File: src/rtl/temp_monitor_if.sv
// rtl/temp_monitor_if.sv - sample/threshold inputs and averaged-result outputs of temp_monitor
interface temp_monitor_if;
  logic        done_i;
  logic [15:0] t_raw;
  logic [15:0] thr_hi;
  logic [15:0] thr_lo;
  logic [15:0] t_avg;
  logic        t_valid;
  logic        alarm;
  logic [7:0]  err_cnt;
  logic        timeout;
  logic [15:0] t_min;
  logic [15:0] t_max;

  modport master (
    output done_i, t_raw, thr_hi, thr_lo,
    input  t_avg, t_valid, alarm, err_cnt, timeout, t_min, t_max
  );

  modport slave (
    input  done_i, t_raw, thr_hi, thr_lo,
    output t_avg, t_valid, alarm, err_cnt, timeout, t_min, t_max
  );
endinterface

File: src/rtl/temp_monitor.sv
// rtl/temp_monitor.sv - range check, moving average, hysteretic alarm and sample watchdog
// Optional min/max tracking of accepted samples enabled by TEMP_MON_MINMAX_EN.
module temp_monitor #(
  parameter int FCLK       = 125,
  parameter int AVG_LOG2   = 2,
  parameter int TIMEOUT_MS = 2000,
  parameter int RAW_MIN    = -880,
  parameter int RAW_MAX    = 2000
) (
  input  logic            clk,
  input  logic            rst,
  temp_monitor_if.slave   bus
);
  localparam int DEPTH = 1 << AVG_LOG2;
  localparam int PW    = (AVG_LOG2 > 0) ? AVG_LOG2 : 1;
  localparam int SW    = 16 + AVG_LOG2;
  localparam logic [31:0]        LIMIT = 32'(FCLK * 1000 * TIMEOUT_MS);
  localparam logic signed [15:0] RMIN  = 16'(RAW_MIN);
  localparam logic signed [15:0] RMAX  = 16'(RAW_MAX);

  typedef enum logic [1:0] {IDLE, CHECK, ACCUM, OUT} state_t;

  state_t                state_q, state_d;
  logic                  done_q;
  logic [15:0]           raw_q, raw_d;
  logic signed [SW-1:0]  sum_q, sum_d;
  logic [15:0]           ring_q [DEPTH];
  logic [15:0]           ring_d [DEPTH];
  logic [PW-1:0]         wp_q, wp_d, wp_nxt;
  logic                  filled_q, filled_d;
  logic [15:0]           t_avg_q, t_avg_d;
  logic                  t_valid_q, t_valid_d;
  logic                  alarm_q, alarm_d;
  logic [7:0]            err_q, err_d;
  logic [31:0]           cnt_q, cnt_d;
  logic                  samp_edge;
  logic signed [SW-1:0]  new_ext, old_ext;
  logic signed [15:0]    avg_new;

  assign samp_edge = bus.done_i & ~done_q;
  assign new_ext   = SW'($signed(raw_q));
  assign old_ext   = SW'($signed(ring_q[wp_q]));
  assign avg_new   = 16'(sum_q >>> AVG_LOG2);
  assign wp_nxt    = (wp_q == PW'(DEPTH - 1)) ? '0 : wp_q + 1'b1;

  always_comb begin
    state_d   = state_q;
    raw_d     = raw_q;
    sum_d     = sum_q;
    ring_d    = ring_q;
    wp_d      = wp_q;
    filled_d  = filled_q;
    t_avg_d   = t_avg_q;
    t_valid_d = 1'b0;
    alarm_d   = alarm_q;
    err_d     = err_q;
    // Any edge, even one ignored by a busy pipeline, proves the reader is alive.
    if (samp_edge)           cnt_d = '0;
    else if (cnt_q == LIMIT) cnt_d = cnt_q;
    else                     cnt_d = cnt_q + 32'd1;

    case (state_q)
      IDLE: begin
        if (samp_edge) begin
          raw_d   = bus.t_raw;
          state_d = CHECK;
        end
      end
      CHECK: begin
        if ($signed(raw_q) < RMIN || $signed(raw_q) > RMAX) begin
          if (err_q != 8'hFF) err_d = err_q + 8'd1;
          state_d = IDLE;
        end else begin
          state_d = ACCUM;
        end
      end
      ACCUM: begin
        // First accepted sample primes the whole ring so the average starts on it.
        if (!filled_q) begin
          for (int i = 0; i < DEPTH; i++) ring_d[i] = raw_q;
          sum_d    = new_ext <<< AVG_LOG2;
          filled_d = 1'b1;
        end else begin
          ring_d[wp_q] = raw_q;
          sum_d        = sum_q + new_ext - old_ext;
        end
        wp_d    = wp_nxt;
        state_d = OUT;
      end
      OUT: begin
        t_avg_d   = avg_new;
        t_valid_d = 1'b1;
        if (avg_new > $signed(bus.thr_hi))      alarm_d = 1'b1;
        else if (avg_new < $signed(bus.thr_lo)) alarm_d = 1'b0;
        state_d = IDLE;
      end
      default: state_d = IDLE;
    endcase
  end

  always_ff @(posedge clk) begin
    if (rst) begin
      state_q   <= IDLE;
      done_q    <= 1'b1;
      raw_q     <= '0;
      sum_q     <= '0;
      for (int i = 0; i < DEPTH; i++) ring_q[i] <= '0;
      wp_q      <= '0;
      filled_q  <= 1'b0;
      t_avg_q   <= '0;
      t_valid_q <= 1'b0;
      alarm_q   <= 1'b0;
      err_q     <= '0;
      cnt_q     <= '0;
    end else begin
      state_q   <= state_d;
      done_q    <= bus.done_i;
      raw_q     <= raw_d;
      sum_q     <= sum_d;
      ring_q    <= ring_d;
      wp_q      <= wp_d;
      filled_q  <= filled_d;
      t_avg_q   <= t_avg_d;
      t_valid_q <= t_valid_d;
      alarm_q   <= alarm_d;
      err_q     <= err_d;
      cnt_q     <= cnt_d;
    end
  end

  assign bus.t_avg   = t_avg_q;
  assign bus.t_valid = t_valid_q;
  assign bus.alarm   = alarm_q;
  assign bus.err_cnt = err_q;
  assign bus.timeout = (cnt_q == LIMIT);

`ifdef TEMP_MON_MINMAX_EN
  logic [15:0] t_min_q, t_min_d;
  logic [15:0] t_max_q, t_max_d;

  always_comb begin
    t_min_d = t_min_q;
    t_max_d = t_max_q;
    if (state_q == ACCUM) begin
      if ($signed(raw_q) < $signed(t_min_q)) t_min_d = raw_q;
      if ($signed(raw_q) > $signed(t_max_q)) t_max_d = raw_q;
    end
  end

  always_ff @(posedge clk) begin
    if (rst) begin
      t_min_q <= 16'h7FFF;
      t_max_q <= 16'h8000;
    end else begin
      t_min_q <= t_min_d;
      t_max_q <= t_max_d;
    end
  end

  assign bus.t_min = t_min_q;
  assign bus.t_max = t_max_q;
`else
  assign bus.t_min = 16'h7FFF;
  assign bus.t_max = 16'h8000;
`endif
endmodule

File: src/flat_wrapper.sv
// flat-port wrapper written by rule: the top's interface ports become plain ports
module temp_monitor_flat 
#(
  parameter int FCLK       = 125,
  parameter int AVG_LOG2   = 2,
  parameter int TIMEOUT_MS = 2000,
  parameter int RAW_MIN    = -880,
  parameter int RAW_MAX    = 2000
)
  (clk, rst, bus_done_i, bus_t_raw, bus_thr_hi, bus_thr_lo, bus_t_avg, bus_t_valid, bus_alarm, bus_err_cnt, bus_timeout, bus_t_min, bus_t_max);
  temp_monitor_if bus_i ();
  input  logic clk;
  input  logic rst;
  input wire logic [$bits(bus_i.done_i)-1:0] bus_done_i;
  input wire logic [$bits(bus_i.t_raw)-1:0] bus_t_raw;
  input wire logic [$bits(bus_i.thr_hi)-1:0] bus_thr_hi;
  input wire logic [$bits(bus_i.thr_lo)-1:0] bus_thr_lo;
  output wire logic [$bits(bus_i.t_avg)-1:0] bus_t_avg;
  output wire logic [$bits(bus_i.t_valid)-1:0] bus_t_valid;
  output wire logic [$bits(bus_i.alarm)-1:0] bus_alarm;
  output wire logic [$bits(bus_i.err_cnt)-1:0] bus_err_cnt;
  output wire logic [$bits(bus_i.timeout)-1:0] bus_timeout;
  output wire logic [$bits(bus_i.t_min)-1:0] bus_t_min;
  output wire logic [$bits(bus_i.t_max)-1:0] bus_t_max;
  assign bus_i.done_i = bus_done_i;
  assign bus_i.t_raw = bus_t_raw;
  assign bus_i.thr_hi = bus_thr_hi;
  assign bus_i.thr_lo = bus_thr_lo;
  assign bus_t_avg = bus_i.t_avg;
  assign bus_t_valid = bus_i.t_valid;
  assign bus_alarm = bus_i.alarm;
  assign bus_err_cnt = bus_i.err_cnt;
  assign bus_timeout = bus_i.timeout;
  assign bus_t_min = bus_i.t_min;
  assign bus_t_max = bus_i.t_max;
  temp_monitor #(.FCLK(FCLK), .AVG_LOG2(AVG_LOG2), .TIMEOUT_MS(TIMEOUT_MS), .RAW_MIN(RAW_MIN), .RAW_MAX(RAW_MAX)) u_core (.clk(clk), .rst(rst), .bus(bus_i));
endmodule
File: config.mk
export PLATFORM = sky130hd
export DESIGN_NAME = temp_monitor_flat
export DESIGN_NICKNAME = d
export VERILOG_FILES = /design/src/rtl/temp_monitor_if.sv /design/src/rtl/temp_monitor.sv /design/src/flat_wrapper.sv
export SDC_FILE = /design/constraint.sdc
export NUM_CORES = 1
export LEC_CHECK = 0
export CORE_ASPECT_RATIO = 1.5
export CORE_MARGIN = 10
export CORE_UTILIZATION = 43
export DETAILED_ROUTE_END_ITERATION = 7
export HOLD_SLACK_MARGIN = 0.06
export MAX_ROUTING_LAYER = met4
export PLACE_DENSITY_LB_ADDON = 0.05
export SETUP_SLACK_MARGIN = 0.2
export SYNTH_ARGS = -nofsm -noshare
export SYNTH_HDL_FRONTEND = slang
export SYNTH_SLANG_ARGS = --single-unit
File: constraint.sdc
create_clock -name clk -period 5.3 [get_ports clk]
set_clock_uncertainty 0.15 [all_clocks]
set_input_delay 1.59 -clock clk [delete_from_list [all_inputs] [get_ports clk]]
set_output_delay 1.59 -clock clk [all_outputs]
set_load 0.05 [all_outputs]
Word level (Yosys, flattened, before mapping)
Cells that the tools add are included.

word-level totals
  bits in registers = 162
  output and inout bits = 59
  logic and storage cells = 59

operators by class
  add/subtract/negate cells = 5
  order comparisons = 6
  equal/unequal tests = 7
  mux-type cells = 15
  bitwise logic cells = 3
  reductions and logical operators = 8

operators by type and width
  operator               number
  $bwmux 64              1
  $mux 64                1
  $mux 16                3
  $add 32x1->32 const B  1
  $bmux 16 s2            1
  $demux 16 s2           1
  $eq 32x28->1 const B   1
  $add 18x16->18         1
  $mux 18                1
  $sub 18x16->18         1
  $gt 16x12->1 const B   1
  $gt 16x16->1           1
  $lt 16x11->1 const B   1
  $lt 16x16->1           1
  $add 8x1->8 const B    1
  $ne 8x8->1 const B     1
  $pmux 2 s4             1
  $eq 2x2->1 const B     3
  $mux 2                 3
  $reduce_and 2->1       2
  $ge 3x3->1 const B     1
  $lt 3x1->1 const B     1
  $mux 1                 3
  $not 2->3              1
  other kinds (11)       11

Longest topological paths before layout
Gate-level depths: netlist of run 1.

  depth after elaboration = 7
  gate-level depth with buffers = 14
  gate-level depth less buffers = 12

Worst setup path after synthesis of run 1
Ideal clock, no wire load.

  kind = flip-flop to flip-flop
  start point = register u_core.wp_q[0]
  end point = register u_core.sum_q[16]
  setup time = 0.103 ns
  data arrival time = 3.825 ns
  required time = 5.047 ns
  slack = 1.222 ns
  cell stages (with the launch flop) = 15
  buffers on the path = 3
  clock period less this slack = 4.078 ns
  cells stage by stage = dfxtp_1 > clkbuf_1 > buf_2 > mux4_2 > fa_1 > inv_1 > ha_1 > clkbuf_1 > a21oi_1 > nor2_1 > a211oi_1 > o31a_1 > o21ai_1 > xnor2_1 > a2111oi_2

between the ends
  longest elaborated chain between the ends = 6

ends and longest elaborated chain
  what                                         RTL line             source
  start: declaration                           temp_monitor.sv:29   logic [PW-1:0] wp_q, wp_d, wp_nxt;
  start signal: assignment                     temp_monitor.sv:121  wp_q <= wp_d;
  $not 2->3 (not written as such)              temp_monitor.sv:42   assign old_ext = SW'($signed(ring_q[wp_q]));
  $bmux 16 s2                                  temp_monitor.sv:42
  $mux 16 (not written as such) (2 in series)  temp_monitor.sv:42
  $sub 18x16->18                               temp_monitor.sv:85   sum_d = sum_q + new_ext - old_ext;
  $mux 18                                      temp_monitor.sv:79   if (!filled_q) begin
  end signal: assignment                       temp_monitor.sv:119  sum_q <= sum_d;
  end: declaration                             temp_monitor.sv:26   logic signed [SW-1:0] sum_q, sum_d;

Every way passes these cells. The select of a mux whose other input is x is not followed.
A chain may end at the register's enable or synchronous reset.

Worst setup path in the final report of run 1
  start point = register u_core.cnt_q[24]
  end point = output bus_timeout

between the ends
  longest elaborated chain between the ends = 1

ends and longest elaborated chain
  what                      RTL line             source
  start: declaration        temp_monitor.sv:35   logic [31:0] cnt_q, cnt_d;
  start signal: assignment  temp_monitor.sv:127  cnt_q <= cnt_d;
  $eq 32x28->1              temp_monitor.sv:135  assign bus.timeout = (cnt_q == LIMIT);
  end: declaration          flat_wrapper.sv:22   output wire logic [$bits(bus_i.timeout)-1:0] bus_timeout;

Every way passes these cells.

==> results of run 1 <==
worst max-delay path, delay by kind of cell (launching register included):
kind	cells	cell delay, ns
buf+inv	1	0.91
flops	1	0.36
simple gates	3	1.02
worst max-delay path by stage:
stage / endpoint / slack [ns] / cells past startpoint / from
6_report: bus_timeout / 0.84 / 4 / u_core.cnt_q[24]$_SDFFE_PP0N_
5_1_grt: bus_timeout / 0.74 / 5 / u_core.cnt_q[21]$_SDFFE_PP0N_
4_1_cts: bus_timeout / 0.80 / 4 / u_core.cnt_q[24]$_SDFFE_PP0N_
3_5_place_dp: bus_timeout / 1.26 / 4 / u_core.cnt_q[5]$_SDFFE_PP0N_
3_3_place_gp: bus_timeout / 1.28 / 4 / u_core.cnt_q[24]$_SDFFE_PP0N_
2_1_floorplan: u_core.sum_q[16]$_SDFFE_PP0P_ / 1.22 / 14 / u_core.wp_q[0]$_SDFFE_PP0P_
power breakdown:
part	switching [mW]	leakage, nW	internal (mW)
clock network	0.506	0.313	0.863
registers	0.0330	1.31	1.23
logic	0.320	2.45	0.203
total	0.859	4.07	2.30
per-layer routing:
metal  up-vias  GRT usage  part of all wire
li1       3806          -                 -
met1      3485      0.196              0.41
met2       147      0.336              0.53
met3        29     0.0314             0.034
met4         0     0.0620             0.020
met5         -          -                 0
through the flow:
| step | util | hold WS (ns) | cells | power [mW] | area [sq um] |
|---|---|---|---|---|---|
| after floorplan | - | 0.282 | 1163 | 1.69 | 9210 |
| after global placement | 0.474 | 0.292 | 1427 | 1.82 | 9910 |
| after detailed placement | 0.474 | 0.296 | 1427 | 1.82 | 9910 |
| after CTS | 0.506 | 0.304 | 1459 | 3.19 | 10600 |
| after global routing | 0.506 | 0.317 | 1459 | 3.30 | 10600 |
| final | 0.506 | 0.304 | 1459 | 3.16 | 10600 |
registers in the layout, summed over array words and instances (netlist names), 2 cells and up, named ones only:
register            cells
u_core.cnt_q           32
u_core.bus.t_avg       16
u_core.sum_q           18
u_core.raw_q           16
u_core.bus.err_cnt      8
u_core.wp_q             2
u_core.ring_q          64
final cells by class:
class	instances	area, sq um
Clock inverter	12	204
Timing Repair Buffer	87	843
Tap cell	268	335
Inverter	108	405
Fill cell	2103	10300
Multi-Input combinational cell	802	5080
Sequential cell	162	3240
Clock buffer	20	457
logic make-up (layout without fill, tap and decap cells):
family	after synthesis	count (layout)
AND/OR/NAND/NOR	403	403
AO/OA/AOI/OAI	224	224
buffers and inverters	199	227
flip-flops	162	162
adder cells (fa/ha/maj)	73	73
XOR/XNOR	51	51
multiplexers	19	19
other	2	32
cell usage in the layout (no fill, tap or decap), drive strengths merged, types with 3 or more instances in the layout:
cell type        n
clkbuf          20
conb            32
and3             7
inv            109
nor4             4
a2111oi          3
a21o             8
a211oi          15
o21a             6
nand2          228
bufinv           5
clkinv           3
a221oi           7
o31ai            3
mux4            16
nor2            73
fa              17
nand2b           5
ha              56
o22ai            3
clkinvlp         3
nand4           17
nand3           33
a21oi          131
or3              6
dfxtp          162
mux2i            3
o21ai           28
buf             11
xnor2           21
and4             5
o211ai           4
nor3            11
nor2b            5
xor2            30
o21bai           4
clkdlybuf4s50   76
a31oi            6
==> impl_results.html, run 1 <==
<table>
<tr><th>Metric</th><th>Value</th></tr>
<tr><th colspan="2">Yosys</th></tr>
<tr><td>Cell count after synthesis</td><td>1133</td></tr>
<tr><td>FF+latch count, synth</td><td>162</td></tr>
<tr><td>Adder-Cell Fraction of Synth Area</td><td>0.114</td></tr>
<tr><td>Ys async rst share</td><td>0</td></tr>
<tr><td>Fraction of synthesized area in multiplexers</td><td>0.0429</td></tr>
<tr><td>Number of synthesis warnings</td><td>0</td></tr>
<tr><td>Largest family of logic cells by synthesized area</td><td>simple AND/OR/NAND/NOR gates</td></tr>
<tr><td>Area fraction of the dominant cell type after synthesis</td><td>0.356</td></tr>
<tr><td>Most instantiated flip-flop cell in the synthesis netlist</td><td>dfxtp_1</td></tr>
<tr><td>Sequential-to-total area share from yosys stat</td><td>0.356</td></tr>
<tr><td>Post-synth design cell area</td><td>9100 sq um</td></tr>
<tr><td>Post-synth top area cell</td><td>dfxtp_1</td></tr>
<tr><td>Most frequent cell after synthesis</td><td>nand2_1</td></tr>
<tr><td>Synthesized-area fraction occupied by ao, oa, aoi and oai cells</td><td>0.144</td></tr>
<tr><td>Top post-synthesis cells by area</td><td>dfxtp_1, nand2_1, ha_1</td></tr>
<tr><td>Per-instance average area after synthesis</td><td>8.03 sq um</td></tr>
<tr><td>Leading cell types by count after synthesis</td><td>nand2_1, dfxtp_1, a21oi_1</td></tr>
<tr><td>Fraction of synthesized cell area in xor and xnor cells</td><td>0.0491</td></tr>
<tr><td>Post-synthesis share of cell area spent on and, or, nand and nor gates</td><td>0.193</td></tr>
<tr><td>Count of flip-flops with a built-in enable after synthesis</td><td>0</td></tr>
<tr><td>Post-synth cell types</td><td>59</td></tr>
<tr><th colspan="2">Drt</th></tr>
<tr><td>Post-detailed-routing wire length</td><td>24.4 mm</td></tr>
<tr><td>Total number of vias</td><td>7467</td></tr>
<tr><td>Residual DRC</td><td>0</td></tr>
<tr><td>Avg WL per Cell</td><td>16.7 um</td></tr>
<tr><td>Count of nets left with antenna violations after detail routing</td><td>0</td></tr>
<tr><td>Drt via density</td><td>5.12</td></tr>
<tr><td>Pre-antenna DRT Iters</td><td>6</td></tr>
<tr><td>Violation count after the first detailed-route iteration</td><td>323</td></tr>
<tr><th colspan="2">Clocking</th></tr>
<tr><td>Clk Latency, worst-skew pair</td><td>0.43 ns</td></tr>
<tr><td>Post-CTS setup buffers</td><td>0</td></tr>
<tr><td>CTS clock-pin slew for the worst setup and hold paths</td><td>0.07 ns</td></tr>
<tr><td>Post-CTS Hold Buffers</td><td>0</td></tr>
<tr><td>TritonCTS clock tree</td><td>done</td></tr>
<tr><td>Cts bufs inserted</td><td>17</td></tr>
<tr><td>Clock Sinks</td><td>162</td></tr>
<tr><td>Gates resized, CTS repair</td><td>0</td></tr>
<tr><td>Buffer cell driving the clock tree root</td><td>clkbuf_16</td></tr>
<tr><td>Deepest clock path buffer count</td><td>2</td></tr>
<tr><td>Number of H-tree levels</td><td>4</td></tr>
<tr><th colspan="2">GRT</th></tr>
<tr><td>Number of antenna violations at the first check in global routing</td><td>0</td></tr>
<tr><td>Number of global-route vias before repair</td><td>7613</td></tr>
<tr><td>Global route total overflow</td><td>0</td></tr>
<tr><td>Maximum number of pins on one net before global-route repair</td><td>63</td></tr>
<tr><td>Wire length of the first global-routing pass</td><td>40.2 mm</td></tr>
<tr><td>All-layer global routing usage</td><td>0.184</td></tr>
<tr><th colspan="2">Worst setup path</th></tr>
<tr><td>Critical path startpoint category</td><td>register</td></tr>
<tr><td>Element type at the critical path end</td><td>output port</td></tr>
<tr><td>Largest stage delay on the critical path</td><td>0.91 ns</td></tr>
<tr><td>Reg2Reg Setup Slack</td><td>1.29 ns</td></tr>
<tr><td>Crit path kind</td><td>register to output port</td></tr>
<tr><td>Critical register-to-register path startpoint</td><td>u_core.wp_q[0]$_SDFFE_PP0P_</td></tr>
<tr><td>Slowest CP cell</td><td>clkdlybuf4s50_1</td></tr>
<tr><td>Number of cell instances on the worst register-to-register path</td><td>11</td></tr>
<tr><td>Crit Reg-Reg Endpoint</td><td>u_core.sum_q[10]$_SDFFE_PP0P_</td></tr>
<tr><td>Worst path cell trace</td><td>nor4_1 -&gt; nand4_1 -&gt; nor4_2 -&gt; clkdlybuf4s50_1</td></tr>
<tr><td>Critical Path Fanout Max</td><td>5</td></tr>
<tr><td>Endpoint required time on the critical path</td><td>3.56 ns</td></tr>
<tr><td>Worst EP arrival</td><td>2.72 ns</td></tr>
<tr><th colspan="2">Die</th></tr>
<tr><td>Number of placed I/O pins</td><td>110</td></tr>
<tr><td>Starting density of the core</td><td>0.435</td></tr>
<tr><td>Die Footprint</td><td>27500 sq um</td></tr>
<tr><td>Std-Cell Rows</td><td>65</td></tr>
<tr><td>Die extent in y</td><td>198 um</td></tr>
<tr><td>CORE AREA</td><td>20900 sq um</td></tr>
<tr><td>Die X</td><td>139 um</td></tr>
<tr><th colspan="2">STA</th></tr>
<tr><td>Fin worst setup slack</td><td>0.835 ns</td></tr>
<tr><td>Number of max-slew violations in the final report</td><td>0</td></tr>
<tr><td>Final hold violation count</td><td>0</td></tr>
<tr><td>Tmin final</td><td>4.46 ns</td></tr>
<tr><td>Highest clock frequency the design can meet</td><td>224 MHz</td></tr>
<tr><td>Period utilization</td><td>0.842</td></tr>
<tr><td>Worst slew margin relative to its limit</td><td>0.250</td></tr>
<tr><td>Count of final setup violators</td><td>0</td></tr>
<tr><td>RSZ-0062 raised after global routing</td><td>no</td></tr>
<tr><td>Tightest Pin Transition</td><td>1.12 ns</td></tr>
<tr><td>Setup TNS</td><td>0 ns</td></tr>
<tr><th colspan="2">Min path</th></tr>
<tr><td>Hold path start</td><td>u_core.bus.t_avg[0]$_SDFFE_PP0P_</td></tr>
<tr><td>Worst hold path stage count</td><td>2</td></tr>
<tr><td>Type of the worst min-delay path</td><td>register to register</td></tr>
<tr><td>Hold Path Sink</td><td>u_core.bus.t_avg[0]$_SDFFE_PP0P_</td></tr>
<tr><th colspan="2">Placement</th></tr>
<tr><td>Port Buffers</td><td>77</td></tr>
<tr><td>Placement-stage worst setup slack</td><td>1.26 ns</td></tr>
<tr><td>Estimated wirelength of the detail-placed design</td><td>18.4 mm</td></tr>
<tr><td>Final GP Congestion</td><td>0.955</td></tr>
<tr><th colspan="2">Power and ir drop</th></tr>
<tr><td>Highest ir drop seen on vdd</td><td>0.000217 V</td></tr>
<tr><td>Power per cell area</td><td>299 nW/um^2</td></tr>
<tr><td>Static leakage power</td><td>4.07 nW</td></tr>
<tr><th colspan="2">Final layout</th></tr>
<tr><td>Post-layout net count</td><td>1302</td></tr>
<tr><td>Diode count</td><td>0</td></tr>
<tr><td>Syn-to-layout area delta</td><td>16.1%</td></tr>
<tr><td>Fraction of final layout cells with drive strength greater than 1</td><td>0.0613</td></tr>
<tr><th colspan="2">Job</th></tr>
<tr><td>Max-cap violations</td><td>0</td></tr>
<tr><th colspan="2">Outcome</th></tr>
<tr><td>Run status</td><td>completed</td></tr>
</table>
Note: power is estimated with default switching activity, not from simulation.
==> run 2: changes to the inputs <==
Clock period 5.3 ns to 4.4 ns, I/O delays scaled along.
==> impl_results.html, run 2 (synthesis gave the netlist of run 1 again) <==
<table>
<tr><th>Metric</th><th>Value</th></tr>
<tr><th colspan="2">STA</th></tr>
<tr><td>Highest clock frequency the design can meet</td><td>255 MHz</td></tr>
<tr><td>Count of final setup violators</td><td>0 (unchanged)</td></tr>
<tr><td>Worst slew margin relative to its limit</td><td>0.359 (+0.109)</td></tr>
<tr><td>Number of max-slew violations in the final report</td><td>0 (unchanged)</td></tr>
<tr><td>Tmin final</td><td>3.92 ns</td></tr>
<tr><td>Setup TNS</td><td>0 ns (unchanged)</td></tr>
<tr><td>Period utilization</td><td>0.891</td></tr>
<tr><td>Final hold violation count</td><td>0 (unchanged)</td></tr>
<tr><td>Tightest Pin Transition</td><td>0.954 ns (-0.164 ns)</td></tr>
<tr><td>RSZ-0062 raised after global routing</td><td>no</td></tr>
<tr><th colspan="2">Worst setup path</th></tr>
<tr><td>Worst path cell trace</td><td>nand2_1 -&gt; nor3_1 -&gt; nand3_1 -&gt; nor4_2 -&gt; buf_4 -&gt; dlygate4sd2_1</td></tr>
<tr><td>Instance count on the critical path</td><td>6 (+2)</td></tr>
<tr><td>Crit path kind</td><td>register to output port</td></tr>
<tr><td>Slowest CP cell</td><td>dlygate4sd2_1</td></tr>
<tr><td>Critical path startpoint category</td><td>register</td></tr>
<tr><td>Buf+Inv Stages, Crit Path</td><td>2 (+1)</td></tr>
<tr><td>Critical register-to-register path startpoint</td><td>u_core.wp_q[0]$_SDFFE_PP0P_</td></tr>
<tr><td>Crit Reg-Reg Endpoint</td><td>u_core.sum_q[16]$_SDFFE_PP0P_</td></tr>
<tr><td>Critical Path Fanout Max</td><td>4 (-1)</td></tr>
<tr><td>Reg2Reg Setup Slack</td><td>0.54 ns (-0.75 ns)</td></tr>
<tr><td>Worst EP arrival</td><td>2.45 ns (-0.27 ns)</td></tr>
<tr><td>Worst path top cell family by delay</td><td>simple AND/OR/NAND/NOR gates</td></tr>
<tr><td>Endpoint required time on the critical path</td><td>2.93 ns (-0.63 ns)</td></tr>
<tr><td>Critical Path Start</td><td>u_core.cnt_q[21]$_SDFFE_PP0N_</td></tr>
<tr><td>Largest stage delay on the critical path</td><td>0.55 ns (-0.36 ns)</td></tr>
<tr><td>Termination of the worst setup path</td><td>bus_timeout</td></tr>
<tr><td>Number of cell instances on the worst register-to-register path</td><td>11 (unchanged)</td></tr>
<tr><td>Element type at the critical path end</td><td>output port</td></tr>
<tr><th colspan="2">Clocking</th></tr>
<tr><td>CTS clock-pin slew for the worst setup and hold paths</td><td>0.06 ns (about the same)</td></tr>
<tr><td>TritonCTS clock tree</td><td>done</td></tr>
<tr><td>Number of H-tree levels</td><td>4 (unchanged)</td></tr>
<tr><td>Clock Sinks</td><td>162 (unchanged)</td></tr>
<tr><td>Deepest clock path buffer count</td><td>2 (unchanged)</td></tr>
<tr><td>Cts bufs inserted</td><td>17 (unchanged)</td></tr>
<tr><td>Buffer cell driving the clock tree root</td><td>clkbuf_16</td></tr>
<tr><td>Clk Latency, worst-skew pair</td><td>0.43 ns (about the same)</td></tr>
<tr><td>Post-CTS setup buffers</td><td>0 (unchanged)</td></tr>
<tr><th colspan="2">Final layout</th></tr>
<tr><td>Fraction of final layout cells with drive strength greater than 1</td><td>0.0651 (+0.00382)</td></tr>
<tr><td>Post-layout net count</td><td>1311 (+0.69%)</td></tr>
<tr><td>Diode count</td><td>0 (unchanged)</td></tr>
<tr><td>Number of flip-flops in the largest register</td><td>64 (unchanged)</td></tr>
<tr><td>Leading registers by flop count</td><td>u_core.ring_q x64, u_core.cnt_q x32, u_core.sum_q x18</td></tr>
<tr><td>Commonest non-fill, non-tap cell in the layout</td><td>nand2_1</td></tr>
<tr><td>Commonest cells after routing, fill and taps aside</td><td>nand2_1, dfxtp_1, a21oi_1</td></tr>
<tr><td>Syn-to-layout area delta</td><td>16.1% (about the same)</td></tr>
<tr><td>Reg with most FFs</td><td>u_core.ring_q</td></tr>
<tr><th colspan="2">Min path</th></tr>
<tr><td>Hold path start</td><td>u_core.ring_q[60]$_SDFFE_PP0P_</td></tr>
<tr><td>Type of the worst min-delay path</td><td>register to register</td></tr>
<tr><th colspan="2">Drt</th></tr>
<tr><td>Violation count after the first detailed-route iteration</td><td>388 (+20%)</td></tr>
<tr><td>Pre-antenna DRT Iters</td><td>5 (-1)</td></tr>
<tr><td>Count of nets left with antenna violations after detail routing</td><td>0 (unchanged)</td></tr>
<tr><td>Avg WL per Cell</td><td>16.6 um (-0.74%)</td></tr>
<tr><td>Drt via density</td><td>5.15 (+0.58%)</td></tr>
<tr><td>Total number of vias</td><td>7546 (+1.1%)</td></tr>
<tr><td>Post-detailed-routing wire length</td><td>24.4 mm (-0.27%)</td></tr>
<tr><td>Residual DRC</td><td>0 (unchanged)</td></tr>
<tr><th colspan="2">GRT</th></tr>
<tr><td>Number of global-route vias before repair</td><td>7568 (-0.59%)</td></tr>
<tr><td>Wire length of the first global-routing pass</td><td>39.6 mm (-1.5%)</td></tr>
<tr><td>Global route total overflow</td><td>0 (unchanged)</td></tr>
<tr><td>Number of antenna violations at the first check in global routing</td><td>0 (unchanged)</td></tr>
<tr><td>All-layer global routing usage</td><td>0.181 (-0.00291)</td></tr>
<tr><td>Maximum number of pins on one net before global-route repair</td><td>80 (+27%)</td></tr>
<tr><th colspan="2">Die</th></tr>
<tr><td>Die Footprint</td><td>27500 sq um (unchanged)</td></tr>
<tr><td>Number of placed I/O pins</td><td>110 (unchanged)</td></tr>
<tr><td>Die extent in y</td><td>198 um (unchanged)</td></tr>
<tr><td>Starting density of the core</td><td>0.435 (unchanged)</td></tr>
<tr><td>CORE AREA</td><td>20900 sq um (unchanged)</td></tr>
<tr><td>Die X</td><td>139 um (unchanged)</td></tr>
<tr><td>Std-Cell Rows</td><td>65 (unchanged)</td></tr>
<tr><th colspan="2">Power and ir drop</th></tr>
<tr><td>Highest ir drop seen on vdd</td><td>0.000315 V (+45%)</td></tr>
<tr><td>Post-route total power</td><td>3.62 mW (+15%)</td></tr>
<tr><td>Power per cell area</td><td>343 nW/um^2 (+15%)</td></tr>
<tr><td>Static leakage power</td><td>4.08 nW (+0.34%)</td></tr>
<tr><th colspan="2">Outcome</th></tr>
<tr><td>Run status</td><td>completed</td></tr>
<tr><th colspan="2">Job</th></tr>
<tr><td>Max-cap violations</td><td>0 (unchanged)</td></tr>
<tr><th colspan="2">Placement</th></tr>
<tr><td>Estimated wirelength of the detail-placed design</td><td>18.4 mm (-0.14%)</td></tr>
<tr><td>Port Buffers</td><td>77 (unchanged)</td></tr>
<tr><td>Final GP Congestion</td><td>0.960 (+0.49%)</td></tr>
</table>
-- run 2: changes by cell type in the layout (fill, tap and decap cells not counted) --
cell,before,now
buf_12,0,2
buf_4,11,18
bufinv_16,5,2
clkbuf_1,1,2
clkdlybuf4s50_1,76,75
clkinv_2,1,2
clkinv_4,2,1
clkinvlp_4,3,4
dlygate4sd2_1,0,1
inv_6,1,0
nor2_1,71,72
nor2_2,2,1
-- run 2: worst register-to-register path: stages, from the launching register on --
cell,delay (ns)
dfxtp_1,0.48
mux4_2,0.56
fa_1,0.49
inv_1,0.06
fa_1,0.49
a211oi_1,0.30
o21bai_1,0.17
o21ai_1,0.27
o31a_1,0.20
o21ai_1,0.10
xnor2_1,0.15
a2111oi_2,0.34
-- run 2: final cells by class --
cell class / instances / area, sq um
clock inverter: 9 / 109
sequential: 162 / 3240
clock buffer: 21 / 460
tap: 268 / 335
fill: 2057 / 10300
inverter: 108 / 405
multi-input combinational: 802 / 5080
timing repair buffer: 96 / 935
-- run 2: routing by layer --
layer	GRT usage	wire [um]	part of all wire	vias to the layer above
met4	0.0593	471	0.019	0
met2	0.327	12900	0.53	161
met1	0.196	10200	0.42	3536
met3	0.0328	830	0.034	29
li1	-	-	-	3820
met5	-	0	0	-
-- run 2: repair_timing --
action | in CTS | in global routing
endpoints found under the hold margin | 0 | 0
hold buffers | 0 | 0
setup endpoints to repair | 1 | 0
gates resized for setup | 1 | 0
-- run 2: how the worst min path moves through the flow --
stage,depth (start not counted),endpoint,slack (ns)
after floorplan,2,u_core.sum_q[1]$_SDFFE_PP0P_,0.28
after global placement,2,u_core.ring_q[39]$_SDFFE_PP0P_,0.29
after detailed placement,2,u_core.bus.t_avg[5]$_SDFFE_PP0P_,0.30
after CTS,2,u_core.bus.t_avg[5]$_SDFFE_PP0P_,0.30
after global routing,2,u_core.ring_q[45]$_SDFFE_PP0P_,0.32
final,2,u_core.ring_q[60]$_SDFFE_PP0P_,0.30
-- run 2: power by group --
group	total (mW)	internal, mW	leakage (nW)	switching [mW]
Combinational	0.651	0.253	2.51	0.398
Clock	1.45	0.858	0.267	0.591
Sequential	1.52	1.49	1.31	0.0324
Total	3.62	2.60	4.08	1.02
-- run 2: per-stage QoR --
step | setup WS (ns) | cells | instance area (sq um) | util | hold slack, ns
2_1_floorplan | 0.322 | 1163 | 9210 | - | 0.282
3_3_place_gp | 0.580 | 1436 | 10000 | 0.478 | 0.291
3_5_place_dp | 0.538 | 1436 | 10000 | 0.478 | 0.296
4_1_cts | 0.446 | 1466 | 10600 | 0.505 | 0.304
5_1_grt | 0.238 | 1466 | 10600 | 0.505 | 0.317
6_report | 0.481 | 1466 | 10600 | 0.505 | 0.304
==> run 3: changes to the inputs <==
--- a/config.mk
+++ b/config.mk
@@ -7,2 +7,3 @@
 export LEC_CHECK = 0
+export ABC_AREA = 1
 export CORE_ASPECT_RATIO = 1.5
@@ -15,2 +16,3 @@
 export SETUP_SLACK_MARGIN = 0.2
+export SLEW_MARGIN = 20
 export SYNTH_ARGS = -nofsm -noshare
==> constraint.sdc (replaced) <==
create_clock -name clk -period 4.4 [get_ports clk]
set_clock_uncertainty 0.15 [all_clocks]
set_input_delay 0.44 -clock clk [delete_from_list [all_inputs] [get_ports clk]]
set_output_delay 0.44 -clock clk [all_outputs]
set_load 0.05 [all_outputs]
==> impl_results.html, run 3 <==
<table>
<tr><th>Metric</th><th>Value</th></tr>
<tr><th colspan="2">Yosys</th></tr>
<tr><td>Per-instance average area after synthesis</td><td>7.20 sq um (-10%)</td></tr>
<tr><td>Top post-synthesis cells by area</td><td>dfxtp_1, a21oi_1, o21ai_0</td></tr>
<tr><td>Leading cell types by count after synthesis</td><td>a21oi_1, nand2_1, inv_1</td></tr>
<tr><td>Post-synth design cell area</td><td>9280 sq um (+1.9%)</td></tr>
<tr><td>Most frequent cell after synthesis</td><td>a21oi_1</td></tr>
<tr><td>Count of flip-flops with a built-in enable after synthesis</td><td>0 (unchanged)</td></tr>
<tr><td>Cell count after synthesis</td><td>1288 (+14%)</td></tr>
<tr><td>FF+latch count, synth</td><td>162 (unchanged)</td></tr>
<tr><td>Most instantiated flip-flop cell in the synthesis netlist</td><td>dfxtp_1</td></tr>
<tr><td>Number of synthesis warnings</td><td>0 (unchanged)</td></tr>
<tr><td>Area fraction of the dominant cell type after synthesis</td><td>0.350 (-0.00678)</td></tr>
<tr><td>Post-synth top area cell</td><td>dfxtp_1</td></tr>
<tr><td>Post-synth cell types</td><td>44 (-25%)</td></tr>
<tr><td>Sequential-to-total area share from yosys stat</td><td>0.350 (-0.00678)</td></tr>
<tr><td>Ys async rst share</td><td>0 (unchanged)</td></tr>
<tr><th colspan="2">Outcome</th></tr>
<tr><td>Run status</td><td>completed</td></tr>
<tr><th colspan="2">Clocking</th></tr>
<tr><td>Clock Sinks</td><td>162 (unchanged)</td></tr>
<tr><td>Post-CTS setup buffers</td><td>0 (unchanged)</td></tr>
<tr><td>Gates resized, CTS repair</td><td>0 (-1)</td></tr>
<tr><td>Cts bufs inserted</td><td>17 (unchanged)</td></tr>
<tr><td>Deepest clock path buffer count</td><td>2 (unchanged)</td></tr>
<tr><td>TritonCTS clock tree</td><td>done</td></tr>
<tr><td>Buffer cell driving the clock tree root</td><td>clkbuf_16</td></tr>
<tr><td>Clk Latency, worst-skew pair</td><td>0.43 ns (about the same)</td></tr>
<tr><td>CTS clock-pin slew for the worst setup and hold paths</td><td>0.07 ns (about the same)</td></tr>
<tr><td>Post-CTS Hold Buffers</td><td>0 (unchanged)</td></tr>
<tr><td>Number of H-tree levels</td><td>4 (unchanged)</td></tr>
<tr><th colspan="2">Placement</th></tr>
<tr><td>Placement-stage worst setup slack</td><td>1.06 ns (+0.527 ns)</td></tr>
<tr><td>Post-placement cell area</td><td>10200 sq um (+1.9%)</td></tr>
<tr><td>Port Buffers</td><td>77 (unchanged)</td></tr>
<tr><td>Final GP Congestion</td><td>0.893 (-7.0%)</td></tr>
<tr><td>Estimated wirelength of the detail-placed design</td><td>18.8 mm (+2.5%)</td></tr>
<tr><th colspan="2">Drt</th></tr>
<tr><td>Avg WL per Cell</td><td>15.5 um (-6.8%)</td></tr>
<tr><td>Residual DRC</td><td>0 (unchanged)</td></tr>
<tr><td>Violation count after the first detailed-route iteration</td><td>540 (+39%)</td></tr>
<tr><td>Post-detailed-routing wire length</td><td>25.2 mm (+3.5%)</td></tr>
<tr><td>Count of nets left with antenna violations after detail routing</td><td>0 (unchanged)</td></tr>
<tr><td>Drt via density</td><td>5.12 (-0.46%)</td></tr>
<tr><td>Total number of vias</td><td>8336 (+10%)</td></tr>
<tr><td>Pre-antenna DRT Iters</td><td>5 (unchanged)</td></tr>
<tr><th colspan="2">STA</th></tr>
<tr><td>Setup TNS</td><td>0 ns (unchanged)</td></tr>
<tr><td>Worst slew margin relative to its limit</td><td>0.397 (+0.0377)</td></tr>
<tr><td>Fin worst setup slack</td><td>0.984 ns (+0.503 ns)</td></tr>
<tr><td>Count of final setup violators</td><td>0 (unchanged)</td></tr>
<tr><td>Tightest Pin Transition</td><td>0.903 ns (-0.0511 ns)</td></tr>
<tr><td>Tmin final</td><td>3.42 ns (-0.503 ns)</td></tr>
<tr><td>Period utilization</td><td>0.776 (-0.114)</td></tr>
<tr><td>Number of max-slew violations in the final report</td><td>0 (unchanged)</td></tr>
<tr><td>Final hold violation count</td><td>0 (unchanged)</td></tr>
<tr><td>Highest clock frequency the design can meet</td><td>293 MHz (+15%)</td></tr>
<tr><td>RSZ-0062 raised after global routing</td><td>no</td></tr>
<tr><th colspan="2">Final layout</th></tr>
<tr><td>Diode count</td><td>0 (unchanged)</td></tr>
<tr><td># fillers</td><td>2168 (+5.4%)</td></tr>
<tr><td>Syn-to-layout area delta</td><td>15.9%</td></tr>
<tr><td>Number of flip-flops in the largest register</td><td>64 (unchanged)</td></tr>
<tr><td>Leading registers by flop count</td><td>u_core.ring_q x64, u_core.cnt_q x32, u_core.sum_q x18</td></tr>
<tr><td>Fraction of final layout cells with drive strength greater than 1</td><td>0.0530 (-0.0121)</td></tr>
<tr><td>Post-layout net count</td><td>1470 (+12%)</td></tr>
<tr><td>Commonest non-fill, non-tap cell in the layout</td><td>a21oi_1</td></tr>
<tr><td>Area of all placed cells without fillers</td><td>10800 sq um (+1.8%)</td></tr>
<tr><td>Reg with most FFs</td><td>u_core.ring_q</td></tr>
<tr><td>Commonest cells after routing, fill and taps aside</td><td>a21oi_1, nand2_1, inv_1</td></tr>
<tr><th colspan="2">Worst setup path</th></tr>
<tr><td>Endpoint required time on the critical path</td><td>4.55 ns (+1.62 ns)</td></tr>
<tr><td>Crit path kind</td><td>register to register</td></tr>
<tr><td>Worst EP arrival</td><td>3.56 ns (+1.11 ns)</td></tr>
<tr><td>Critical Path Fanout Max</td><td>12 (+8)</td></tr>
<tr><td>Critical path startpoint category</td><td>register</td></tr>
<tr><td>Element type at the critical path end</td><td>register</td></tr>
<tr><th colspan="2">Die</th></tr>
<tr><td>Number of placed I/O pins</td><td>110 (unchanged)</td></tr>
<tr><td>Die Footprint</td><td>28000 sq um (+1.7%)</td></tr>
<tr><td>Std-Cell Rows</td><td>65 (unchanged)</td></tr>
<tr><td>CORE AREA</td><td>21100 sq um (+1.2%)</td></tr>
<tr><td>Die X</td><td>140 um (+0.83%)</td></tr>
<tr><td>Die extent in y</td><td>200 um (+0.87%)</td></tr>
<tr><td>Starting density of the core</td><td>0.439 (+0.00332)</td></tr>
<tr><th colspan="2">Power and ir drop</th></tr>
<tr><td>Combinational group share of total power</td><td>0.210 (+0.030)</td></tr>
<tr><td>Int Pwr</td><td>2.58 mW (-0.50%)</td></tr>
<tr><td>Switching power</td><td>1.18 mW (+16%)</td></tr>
<tr><td>Clock power share</td><td>0.381 (-0.019)</td></tr>
<tr><td>Post-route total power</td><td>3.77 mW (+4.1%)</td></tr>
<tr><td>Highest ir drop seen on vdd</td><td>0.000190 V (-40%)</td></tr>
<tr><td>Net Sw Frac</td><td>0.314 (+0.0316)</td></tr>
<tr><td>Power per cell area</td><td>350 nW/um^2 (+2.2%)</td></tr>
<tr><td>Static leakage power</td><td>4.68 nW (+15%)</td></tr>
<tr><td>Power share of the sequential group</td><td>0.409 (-0.011)</td></tr>
<tr><th colspan="2">Min path</th></tr>
<tr><td>Type of the worst min-delay path</td><td>register to register</td></tr>
<tr><th colspan="2">GRT</th></tr>
<tr><td>Number of global-route vias before repair</td><td>8197 (+8.3%)</td></tr>
<tr><td>Global route total overflow</td><td>0 (unchanged)</td></tr>
<tr><td>Wire length of the first global-routing pass</td><td>41.4 mm (+4.6%)</td></tr>
<tr><td>All-layer global routing usage</td><td>0.186 (+0.00471)</td></tr>
<tr><td>Number of antenna violations at the first check in global routing</td><td>0 (unchanged)</td></tr>
<tr><td>Maximum number of pins on one net before global-route repair</td><td>89 (+11%)</td></tr>
<tr><th colspan="2">Job</th></tr>
<tr><td>Max-cap violations</td><td>0 (unchanged)</td></tr>
</table>
run 3: cells by family (layout without fill, tap and decap cells):
logic type               count (synthesis)  count (layout)  share of synthesized area
flip-flops                             162             162                      0.350
buffers and inverters                  267             308                      0.121
adder cells (fa/ha/maj)                 73              73                      0.112
other                                    2              32                   0.000809
AO/OA/AOI/OAI                          394             394                      0.220
AND/OR/NAND/NOR                        376             376                      0.183
XOR/XNOR                                14              14                     0.0132
run 3: worst max-delay path, stage by stage (launching register included):
cell	delay, ns
dfxtp_1	0.31
inv_1	0.24
buf_4	0.25
o21ai_0	0.09
o22ai_1	0.25
fa_1	0.48
inv_1	0.08
ha_1	0.28
a21oi_1	0.22
o21ai_0	0.19
a21oi_1	0.16
nand2_1	0.11
nand2_1	0.07
nand2_1	0.04
o21ai_0	0.25
a21oi_1	0.10
run 3: layout make-up:
cell class / count / area (sq um) / area share
Timing Repair Buffer: 90 / 881 / 0.0819
Tap cell: 268 / 335 / 0.0312
Clock inverter: 12 / 124 / 0.0115
Inverter: 186 / 698 / 0.0649
Sequential cell: 162 / 3240 / 0.302
Multi-Input combinational cell: 889 / 5030 / 0.467
Clock buffer: 20 / 447 / 0.0415
run 3: stage by stage:
step | hold slack [ns] | utilization | cells
floorplan | 0.274 | - | 1318
global placement | 0.297 | 0.482 | 1595
detailed placement | 0.295 | 0.482 | 1595
CTS | 0.306 | 0.509 | 1627
global route | 0.332 | 0.509 | 1627
finish | 0.305 | 0.509 | 1627
run 3: metal layers:
metal / vias up / track usage / routed length (um)
li1: 4316 / - / -
met1: 3833 / 0.200 / 10500
met2: 163 / 0.339 / 13200
met3: 24 / 0.0324 / 1040
met4: 0 / 0.0590 / 395
met5: - / - / 0
run 3: power by group through the flow:
stage,registers (mW),clock network (mW),logic [mW]
6_report,1.54,1.43,0.793
5_1_grt,1.54,1.54,0.902
4_1_cts,1.54,1.48,0.795
3_5_place_dp,1.57,0,0.791
3_3_place_gp,1.57,0,0.786
2_1_floorplan,1.57,0,0.597
run 3: final timing paths:
| path | start | endpoint | slack, ns | depth (start not counted) |
|---|---|---|---|---|
| worst max-delay path | u_core.wp_q[0]$_SDFFE_PP0P_ | u_core.sum_q[13]$_SDFFE_PP0P_ | 0.98 | 15 |
| worst min register to register | u_core.ring_q[63]$_SDFFE_PP0P_ | u_core.ring_q[63]$_SDFFE_PP0P_ | 0.30 | 2 |
| worst max register to register | u_core.wp_q[0]$_SDFFE_PP0P_ | u_core.sum_q[13]$_SDFFE_PP0P_ | 0.98 | 15 |
| worst min-delay path | u_core.ring_q[63]$_SDFFE_PP0P_ | u_core.ring_q[63]$_SDFFE_PP0P_ | 0.30 | 2 |
